File: src/rtl/aqp_esp_uart_txq_if.sv
// Bus between the CPU-side register logic, the ESP UART transmitter and the TX queue.
// The master drives writes and UART status; the slave (the queue) drives status and TX strobes.
interface aqp_esp_uart_txq_if #(
   parameter int DEPTH_LOG2 = 4
);
   logic [7:0]          wrdata;
   logic                wr_en;
   logic                flush;
   logic                brk_req;
   logic                full;
   logic                empty;
   logic [DEPTH_LOG2:0] free_count;
   logic                overflow;
   logic                brk_active;
   logic                uart_cts;
   logic [7:0]          tx_data;
   logic                tx_valid;
   logic                tx_break;
   logic                tx_busy;

   modport master (
      output wrdata, wr_en, flush, brk_req, uart_cts, tx_busy,
      input  full, empty, free_count, overflow, brk_active, tx_data, tx_valid, tx_break
   );

   modport slave (
      input  wrdata, wr_en, flush, brk_req, uart_cts, tx_busy,
      output full, empty, free_count, overflow, brk_active, tx_data, tx_valid, tx_break
   );
endinterface

File: src/rtl/aqp_esp_uart_txq.sv
// ESP UART transmit queue: byte FIFO drained into the UART TX strobe interface, with break sequencing.
// Define ESP_TXQ_CTS_EN to gate launches on the synchronised CTS pin.
module aqp_esp_uart_txq #(
   parameter int DEPTH_LOG2 = 4,
   parameter int BREAK_CLKS = 25000
) (
   input logic                 clk,
   input logic                 reset,
   aqp_esp_uart_txq_if.slave   bus
);
   localparam int                  DEPTH = 1 << DEPTH_LOG2;
   localparam logic [DEPTH_LOG2:0] DEPTH_V = (DEPTH_LOG2+1)'(1) << DEPTH_LOG2;
   localparam int                  BW = $clog2(BREAK_CLKS + 1);

   typedef enum logic [1:0] {S_IDLE, S_LAUNCH, S_WAIT, S_BREAK} state_t;

   state_t              state, state_nxt;
   logic [7:0]          mem [DEPTH];
   logic [DEPTH_LOG2:0] wptr, rptr, wptr_nxt, rptr_nxt, count_nxt;
   logic [DEPTH_LOG2:0] free_count;
   logic                full, empty, overflow;
   logic [7:0]          tx_data;
   logic                tx_valid, tx_break, brk_pend;
   logic [BW-1:0]       brk_cnt;
   logic                wr_ok, pop, brk_start, brk_done, cts_stop;

`ifdef ESP_TXQ_CTS_EN
   logic [1:0] cts_sync;

   // Resets to "stop" so nothing launches until the pin has been seen low twice.
   always_ff @(posedge clk) begin
      if (!reset) cts_sync <= 2'b11;
      else        cts_sync <= {cts_sync[0], bus.uart_cts};
   end
   assign cts_stop = cts_sync[1];
`else
   logic cts_unused;
   assign cts_unused = bus.uart_cts;
   assign cts_stop   = 1'b0;
`endif

   // FIFO pointer arithmetic; flush wins over a same-cycle write.
   assign wr_ok     = bus.wr_en && !full && !bus.flush;
   assign wptr_nxt  = wptr + (DEPTH_LOG2+1)'(wr_ok);
   assign rptr_nxt  = bus.flush ? wptr : rptr + (DEPTH_LOG2+1)'(pop);
   assign count_nxt = wptr_nxt - rptr_nxt;

   always_ff @(posedge clk) begin
      if (wr_ok) mem[wptr[DEPTH_LOG2-1:0]] <= bus.wrdata;
   end

   always_ff @(posedge clk) begin
      if (!reset) state <= S_IDLE;
      else        state <= state_nxt;
   end

   always_comb begin
      state_nxt = state;
      case (state)
         S_IDLE:   if (pop)            state_nxt = S_LAUNCH;
                   else if (brk_start) state_nxt = S_BREAK;
         S_LAUNCH:                     state_nxt = S_WAIT;
         S_WAIT:   if (!bus.tx_busy)   state_nxt = S_IDLE;
         S_BREAK:  if (brk_done)       state_nxt = S_IDLE;
         default:                      state_nxt = S_IDLE;
      endcase
   end

   always_comb begin
      pop       = 1'b0;
      brk_start = 1'b0;
      brk_done  = 1'b0;
      case (state)
         S_IDLE: begin
            pop       = !empty && !bus.tx_busy && !cts_stop;
            brk_start = !pop && brk_pend && empty && !bus.tx_busy;
         end
         S_BREAK: brk_done = (brk_cnt == '0);
         default: ;
      endcase
   end

   always_ff @(posedge clk) begin
      if (!reset) begin
         wptr       <= '0;
         rptr       <= '0;
         full       <= 1'b0;
         empty      <= 1'b1;
         free_count <= DEPTH_V;
         overflow   <= 1'b0;
         tx_data    <= '0;
         tx_valid   <= 1'b0;
         tx_break   <= 1'b0;
         brk_pend   <= 1'b0;
         brk_cnt    <= '0;
      end else begin
         wptr       <= wptr_nxt;
         rptr       <= rptr_nxt;
         full       <= (count_nxt == DEPTH_V);
         empty      <= (count_nxt == '0);
         free_count <= DEPTH_V - count_nxt;
         overflow   <= bus.wr_en && full && !bus.flush;
         tx_valid   <= pop;
         if (pop) tx_data <= mem[rptr[DEPTH_LOG2-1:0]];
         // Break length counts BREAK_CLKS cycles starting with the entry edge.
         if (brk_start) begin
            tx_break <= 1'b1;
            brk_cnt  <= BW'(BREAK_CLKS - 1);
         end else if (brk_done) begin
            tx_break <= 1'b0;
         end else if (state == S_BREAK) begin
            brk_cnt  <= brk_cnt - 1'b1;
         end
         if (brk_done)         brk_pend <= 1'b0;
         else if (bus.brk_req) brk_pend <= 1'b1;
      end
   end

   assign bus.full       = full;
   assign bus.empty      = empty;
   assign bus.free_count = free_count;
   assign bus.overflow   = overflow;
   assign bus.brk_active = brk_pend;
   assign bus.tx_data    = tx_data;
   assign bus.tx_valid   = tx_valid;
   assign bus.tx_break   = tx_break;
endmodule

File: src/flat_wrapper.sv
// flat-port wrapper written by rule: the top's interface ports become plain ports
module aqp_esp_uart_txq_flat 
#(
   parameter int DEPTH_LOG2 = 4,
   parameter int BREAK_CLKS = 25000
)
  (clk, reset, bus_wrdata, bus_wr_en, bus_flush, bus_brk_req, bus_uart_cts, bus_tx_busy, bus_full, bus_empty, bus_free_count, bus_overflow, bus_brk_active, bus_tx_data, bus_tx_valid, bus_tx_break);
  aqp_esp_uart_txq_if #(.DEPTH_LOG2(DEPTH_LOG2)) bus_i ();
  input logic clk;
  input logic reset;
  input wire logic [$bits(bus_i.wrdata)-1:0] bus_wrdata;
  input wire logic [$bits(bus_i.wr_en)-1:0] bus_wr_en;
  input wire logic [$bits(bus_i.flush)-1:0] bus_flush;
  input wire logic [$bits(bus_i.brk_req)-1:0] bus_brk_req;
  input wire logic [$bits(bus_i.uart_cts)-1:0] bus_uart_cts;
  input wire logic [$bits(bus_i.tx_busy)-1:0] bus_tx_busy;
  output wire logic [$bits(bus_i.full)-1:0] bus_full;
  output wire logic [$bits(bus_i.empty)-1:0] bus_empty;
  output wire logic [$bits(bus_i.free_count)-1:0] bus_free_count;
  output wire logic [$bits(bus_i.overflow)-1:0] bus_overflow;
  output wire logic [$bits(bus_i.brk_active)-1:0] bus_brk_active;
  output wire logic [$bits(bus_i.tx_data)-1:0] bus_tx_data;
  output wire logic [$bits(bus_i.tx_valid)-1:0] bus_tx_valid;
  output wire logic [$bits(bus_i.tx_break)-1:0] bus_tx_break;
  assign bus_i.wrdata = bus_wrdata;
  assign bus_i.wr_en = bus_wr_en;
  assign bus_i.flush = bus_flush;
  assign bus_i.brk_req = bus_brk_req;
  assign bus_i.uart_cts = bus_uart_cts;
  assign bus_i.tx_busy = bus_tx_busy;
  assign bus_full = bus_i.full;
  assign bus_empty = bus_i.empty;
  assign bus_free_count = bus_i.free_count;
  assign bus_overflow = bus_i.overflow;
  assign bus_brk_active = bus_i.brk_active;
  assign bus_tx_data = bus_i.tx_data;
  assign bus_tx_valid = bus_i.tx_valid;
  assign bus_tx_break = bus_i.tx_break;
  aqp_esp_uart_txq #(.DEPTH_LOG2(DEPTH_LOG2), .BREAK_CLKS(BREAK_CLKS)) u_core (.clk(clk), .reset(reset), .bus(bus_i));
endmodule
File: config.mk
export PLATFORM = sky130hd
export DESIGN_NAME = aqp_esp_uart_txq_flat
export DESIGN_NICKNAME = d
export VERILOG_FILES = /design/src/rtl/aqp_esp_uart_txq_if.sv /design/src/rtl/aqp_esp_uart_txq.sv /design/src/flat_wrapper.sv
export SDC_FILE = /design/constraint.sdc
export NUM_CORES = 1
export LEC_CHECK = 0
export ABC_AREA = 1
export CORE_UTILIZATION = 35
export CTS_BUF_LIST = sky130_fd_sc_hd__clkbuf_2
export DETAILED_ROUTE_END_ITERATION = 8
export GPL_TIMING_DRIVEN = 0
export SYNTH_ARGS = -nofsm -noshare
export SYNTH_HDL_FRONTEND = slang
export SYNTH_SLANG_ARGS = --single-unit
File: constraint.sdc
create_clock -name clk -period 3.1 [get_ports clk]
set_input_delay 0.31 -clock clk [delete_from_list [all_inputs] [get_ports clk]]
set_output_delay 0.31 -clock clk [all_outputs]
set_load 0.02 [all_outputs]
Yosys cells after proc, flatten, opt, wreduce, memory -nomap -nowiden
Memories as Yosys holds them, arrays and structs flattened. A register that Yosys moved wholly into a read port is not among the register bits.
Index checks and enable logic that the tools add are counted.
Widths: inputs -> output; s select.
{"block": "classes", "addsub": 5, "n_eq_ne": 8, "mux": 16, "bitwise_logic": 2, "n_reduce_logical": 24}
{"operator": "$mux 15", "n": 3}
{"operator": "$logic_not 15->1", "n": 1}
{"operator": "$sub 15x1->15 const B", "n": 1}
{"operator": "$add 5x1->5", "n": 2}
{"operator": "$logic_and 1x1->1", "n": 8}
{"operator": "$mux 2", "n": 4}
{"operator": "$pmux 2 s4", "n": 1}
{"operator": "$mux 1", "n": 7}
{"operator": "$logic_not 1->1", "n": 6}
{"operator": "$eq 5x5->1 const B", "n": 1}
{"operator": "$logic_not 5->1", "n": 1}
{"operator": "$mux 5", "n": 1}
{"operator": "$sub 5x5->5", "n": 1}
{"operator": "$sub 5x5->5 const A", "n": 1}
{"operator": "$eq 2x2->1 const B", "n": 2}
{"operator": "$ne 2x1->1 const B", "n": 2}
{"operator": "$reduce_and 2->1", "n": 2}
{"operator": "$reduce_bool 2->1", "n": 2}
{"operator": "$reduce_or 2->1", "n": 2}
{"operator": "$ne 3x1->1 const B", "n": 1}
{"operator": "$reduce_and 3->1", "n": 1}
{"operator": "$eq 2x1->1 const B", "n": 1}
{"operator": "$logic_not 2->1", "n": 1}
{"operator": "$ne 2x2->1 const B", "n": 1}
{"operator": "$not 1->1", "n": 2}
{"block": "word_totals", "reg_bits": 38, "ramBits": 128, "in_bits": 15, "output_inout_bits": 19, "elab_cells": 68, "mem_count": 1}
{"name": "u_core.mem", "depth": 16, "word_bits": 8, "rd": 1, "rd_clocked_by_memory_dff": 1, "wr": 1, "line": "aqp_esp_uart_txq.sv:18", "source": "logic [7:0] mem [DEPTH];"}

Longest topological paths before layout
Gate-level depths: netlist of the first run.
{"block": "depth", "ltp_word": 10, "ltp_mapped": 20, "depth_no_buf": 20}

Least setup slack after synthesis of the first run
OpenSTA, ideal clock, no wires.
{"block": "synth_path", "path_type": "reg-to-reg", "startpoint": "register u_core.empty, in the netlist u_core.bus.empty", "endpoint": "register u_core.empty, in the netlist u_core.bus.empty", "setup_ns": 0.123, "t_arrival_ns": 2.470, "required_ns": 2.977, "setup_slack_ns": 0.507, "path_stages_with_launch": 20, "path_buffers": 0, "period_less_slack_ns": 2.593, "cell_sequence": "dfxtp_1 -> nor2_1 -> nand2_1 -> inv_1 -> ha_1 -> ha_1 -> inv_1 -> nand2_1 -> nand3_2 -> nand2_1 -> inv_1 -> ha_1 -> inv_1 -> nand2_2 -> nand4_1 -> nand3_1 -> nand2_1 -> inv_1 -> ha_1 -> or2_2"}
{"block": "synth_via", "elab_chain_cells": 7}
{"element": "from (decl)", "line": "aqp_esp_uart_txq.sv:21", "source": "logic full, empty, overflow;"}
{"element": "from (signal assigned)", "line": "aqp_esp_uart_txq.sv:100", "source": "empty <= (count_nxt == '0);"}
{"element": "$logic_not 1->1", "line": "aqp_esp_uart_txq.sv:75", "source": "pop = !empty && !bus.tx_busy && !cts_stop;"}
{"element": "$logic_and 1x1->1", "line": "aqp_esp_uart_txq.sv:75"}
{"element": "$mux 1", "line": "aqp_esp_uart_txq.sv:73", "source": "case (state)"}
{"element": "via u_core.pop", "line": "aqp_esp_uart_txq.sv:25", "source": "logic wr_ok, pop, brk_start, brk_done, cts_stop;"}
{"element": "$add 5x1->5", "line": "aqp_esp_uart_txq.sv:45", "source": "assign rptr_nxt = bus.flush ? wptr : rptr + (DEPTH_LOG2+1)'(pop);"}
{"element": "$mux 5", "line": "aqp_esp_uart_txq.sv:45"}
{"element": "$sub 5x5->5", "line": "aqp_esp_uart_txq.sv:46", "source": "assign count_nxt = wptr_nxt - rptr_nxt;"}
{"element": "$logic_not 5->1", "line": "aqp_esp_uart_txq.sv:100"}
The timed path passes the listed nets, and every way through them passes these cells.
A chain may end at the register's enable or synchronous reset.

Worst setup path in the final report of the first run
{"block": "layout_path", "startpoint": "input bus_flush", "endpoint": "register u_core.empty, in the netlist u_core.bus.empty"}
{"block": "layout_via", "elab_chain_cells": 5, "elab_cells_between_ends": 6, "classes_between": "add/sub: 2; mux: 1; reduce/logical: 3"}
{"element": "from (decl)", "line": "flat_wrapper.sv:13", "source": "input wire logic [$bits(bus_i.flush)-1:0] bus_flush;"}
{"element": "$logic_not 1->1", "line": "aqp_esp_uart_txq.sv:43", "source": "assign wr_ok = bus.wr_en && !full && !bus.flush;"}
{"element": "$logic_and 1x1->1", "line": "aqp_esp_uart_txq.sv:43"}
{"element": "$add 5x1->5", "line": "aqp_esp_uart_txq.sv:44", "source": "assign wptr_nxt = wptr + (DEPTH_LOG2+1)'(wr_ok);"}
{"element": "via u_core.wptr_nxt[3]", "line": "aqp_esp_uart_txq.sv:19", "source": "logic [DEPTH_LOG2:0] wptr, rptr, wptr_nxt, rptr_nxt, count_nxt;"}
{"element": "$sub 5x5->5", "line": "aqp_esp_uart_txq.sv:46"}
{"element": "$logic_not 5->1", "line": "aqp_esp_uart_txq.sv:100"}
The timed path passes the listed nets, and every way through them passes these cells.

==> results.toml, run 1 <==
[floorplan]
die_h_um = 150
coreArea_mm2 = 0.0213
core.rowCount = 53
dieArea_mm2 = 0.0226
chipWidth_um = 150
initial_core_util_pct = 36.1
num_io_pins = 34

[routing]
drt_iter0_markers = 377
first_pass_iters = 4
via_per_inst = 4.94
routed_wl_mm = 18.2
post_drt_wl_per_cell_um = 16.5
drc = 0
via_count = 5434
drtAntennaViolNets = 0

[placement]
dpl-instance-area_mm2 = 0.00834
port-buffer-count = 31
place_congestion = 0.826
hpwlAfterDp_mm = 12.6

[min_path]
hold_class = "in2reg"
min_path_cells = 3

[sta]
rsz0062_at_grt = "no"
timing.hold.ws_ns = 0.112
setup_tns_ns = 0
fmax_ghz = 0.356
setup_viol = 0
slew_violations = 0
hold_violations = 0
worstMarginPinSlew_ns = 0.922
min_period_ns = 2.81
finClkSkew_ns = 0.0382
maxSlewHeadroom_pct = 38.3
period_share_pct = 90.7

[final_layout]
postLayoutCoreUtil_pct = 40.4
mostFrequentLayoutCells = "nand2_1 (137), edfxtp_1 (128), inv_1 (103), nand3_1 (58), a21oi_1 (55)"
finalNetCount = 839
layout_commonest_cell = "nand2_1"
final_area_mm2 = 0.00860
drive_above_1_share_pct = 10.5
area_growth_pct = 11.9

[pwr]
switchingPower_uw = 1420
clkPwrFrac_pct = 26.3
p_leak_uw = 0.00339
pwr-share-comb_pct = 17.7
power.density_mw_per_mm2 = 545
ir_worst_vdd_v = 0.000276
switching_share_pct = 30.2
pwr-share-seq_pct = 56.0
p_int_uw = 3270

[synthesis]
netlist_instances = 761
yosys.area_share.xor_xnor_pct = 0.912
ys_seq_elements = 174
synth-simple-area-share_pct = 16.1
postSynthAreaPerCell_um2 = 10.1
synth_fa_ha_area_share_pct = 1.95
yosysWarnings = 0
synth_fp_nets = 788
synth_area_mm2 = 0.00769
synth-edff-count = 128
synthArstFlopShare_pct = 0
synth_top_family_by_area = "simple AND/OR/NAND/NOR gates"
ys.flop_type = "edfxtp_1"
ys_seq_area_share_pct = 62.0
ys_types = 38
synth_compound_area_share_pct = 10.3
synth_mux_area_share_pct = 0.586

[clock_tree]
clock_sinks = 174
clk_pin_slew_ns = 0.23
cts_root_buf = "clkbuf_2"
cts_buffers = 17
clock_path_buffers = 2
cts_setup_buffers = 0
htreeDepth = 4
cts_tree = "yes"
clkLatencyLatePin_ns = 0.75

[outcome]
status = "completed"

[grt]
grt_antenna_before_repair = 1
grt_max_degree = 17
grt_pass1_vias = 5293
grt_usage_pct = 17.2
grt_overflow = 0
grt_pass1_wl_mm = 28.5

[setup_path]
required_ns = 3.75
critical_path_class = "in2reg"
start_kind = "primary input"
rr_worst_depth = 20
critPathArrivalTime_ns = 3.46
end_kind = "flip-flop"
crit_path_max_fanout = 9

[flow_run]
cap_viol_max_count = 0
==> flip-flops by register name, indices dropped and copies added, names as in the netlist, 2 cells and up <==
register               flops
u_core.brk_cnt            15
u_core.bus.free_count      5
u_core.bus.tx_data         8
u_core.mem               128
u_core.rptr                5
u_core.state               2
u_core.wptr                5
==> critical path, stage by stage <==
cell and delay, ns:
clkdlybuf4s50_1 0.58, inv_4 0.21, nand2_1 0.08, nor2_1 0.34
ha_1 0.27, nand3_1 0.12, xor2_1 0.20, inv_1 0.07
ha_1 0.31, inv_1 0.06, o21bai_1 0.13, inv_1 0.06
nand2_1 0.05, nand3_1 0.06, nand2_1 0.09, inv_1 0.05
ha_1 0.17, or2_2 0.28
==> final timing paths <==
path,start,endpoint,slack [ns]
worst max register to register,u_core.state[0],u_core.bus.empty,0.35
worst min-delay path,bus_brk_req,u_core.bus.brk_active,0.11
worst min register to register,u_core.bus.tx_data[3],u_core.bus.tx_data[3],0.47
worst max-delay path,bus_flush,u_core.bus.empty,0.29
==> synthesized netlist by cell type (2+ instances only) <==
library cell  number  area, um2
o21ai_0           52        260
nor2_1            49        184
buf_2             14       70.1
nand2_1          138        518
inv_2              3       11.3
xnor2_1            2       17.5
o21ai_1           11       55.1
xor2_1             6       52.6
nand4_1            4       25.0
nand2_2            5       31.3
inv_1            103        387
nand2_4            2       22.5
nand3_2            6       60.1
edfxtp_1         128       3840
ha_1              12        150
nor2_2             6       37.5
nand3_1           58        290
nor3_1             3       15.0
buf_4              3       22.5
a31oi_1            3       18.8
mux2_2             4       45.0
dfxtp_1           46        921
a21oi_1           55        275
buf_1              2       7.51
clkbuf_1           5       18.8
inv_4              2       12.5
buf_6              7       78.8
o211ai_1          22        165
==> metal layers <==
layer	wire length [um]	vias up	GRT usage, %
met2	9070	128	30.1
met1	7900	2615	21.2
li1	-	2664	-
met3	904	27	3.15
met4	341	0	5.71
met5	0	-	0
==> metrics by stage <==
stage / worst slack, ns / power (uW) / std cells
2_1_floorplan: 0.507 / 3220 / 761
3_3_place_gp: -0.471 / 3490 / 1067
3_5_place_dp: -0.512 / 3500 / 1067
4_1_cts: 0.281 / 4710 / 1100
5_1_grt: 0.00388 / 4920 / 1101
6_report: 0.290 / 4680 / 1101
==> repair_timing <==
item                       4_1_cts  5_1_grt
hold buffers                     1        0
hold endpoints to repair        19        0
resized for setup                0        2
setup endpoints to repair        0        1
==> kinds of logic (layout without fill, tap and decap cells) <==
logic type | Yosys count | after routing
AOI/OAI and AO/OA | 145 | 145
adders and majority gates | 12 | 12
other | 0 | 1
muxes | 4 | 4
and+or+nand+nor | 277 | 277
DFF | 174 | 174
buffers and inverters | 141 | 205
xor gates and xnor gates | 8 | 8
==> layout make-up <==
| type | count | area, um2 |
|---|---|---|
| inverters | 109 | 414 |
| repair buffers | 32 | 320 |
| flip-flops and latches | 174 | 4770 |
| clock buffers | 17 | 85.1 |
| clock inverters | 15 | 158 |
| diodes | 1 | 2.50 |
| plain buffers | 32 | 211 |
| fillers | 2131 | 12700 |
| well taps | 275 | 344 |
| multi-input cells | 446 | 2300 |
==> power groups by stage <==
stage	registers, uW	clock network, uW	logic, uW
after floorplan	2700	0	512
after global placement	2670	0	824
after detailed placement	2670	0	831
after CTS	2620	1250	836
after global routing	2640	1350	933
final	2620	1230	831
No activity file was read; power rests on OpenSTA's default activity.
==> run 2, diff against run 1 <==
--- a/config.mk
+++ b/config.mk
@@ -8,6 +8,7 @@
 export ABC_AREA = 1
 export CORE_UTILIZATION = 35
 export CTS_BUF_LIST = sky130_fd_sc_hd__clkbuf_2
+export CTS_CLUSTER_DIAMETER = 80
 export DETAILED_ROUTE_END_ITERATION = 8
 export GPL_TIMING_DRIVEN = 0
 export SYNTH_ARGS = -nofsm -noshare
==> results of run 2 <==
No change in the layout: final DEF, timing and power equal those of run 1.
==> run 3, diff against run 2 <==
--- a/config.mk
+++ b/config.mk
@@ -6,11 +6,13 @@
 export NUM_CORES = 1
 export LEC_CHECK = 0
 export ABC_AREA = 1
+export ABC_CLOCK_PERIOD_IN_PS = 3100
 export CORE_UTILIZATION = 35
 export CTS_BUF_LIST = sky130_fd_sc_hd__clkbuf_2
 export CTS_CLUSTER_DIAMETER = 80
 export DETAILED_ROUTE_END_ITERATION = 8
 export GPL_TIMING_DRIVEN = 0
+export HOLD_SLACK_MARGIN = 0.03
 export SYNTH_ARGS = -nofsm -noshare
 export SYNTH_HDL_FRONTEND = slang
 export SYNTH_SLANG_ARGS = --single-unit
==> results of run 3 <==
No change in the layout: final DEF, timing and power equal those of run 1.
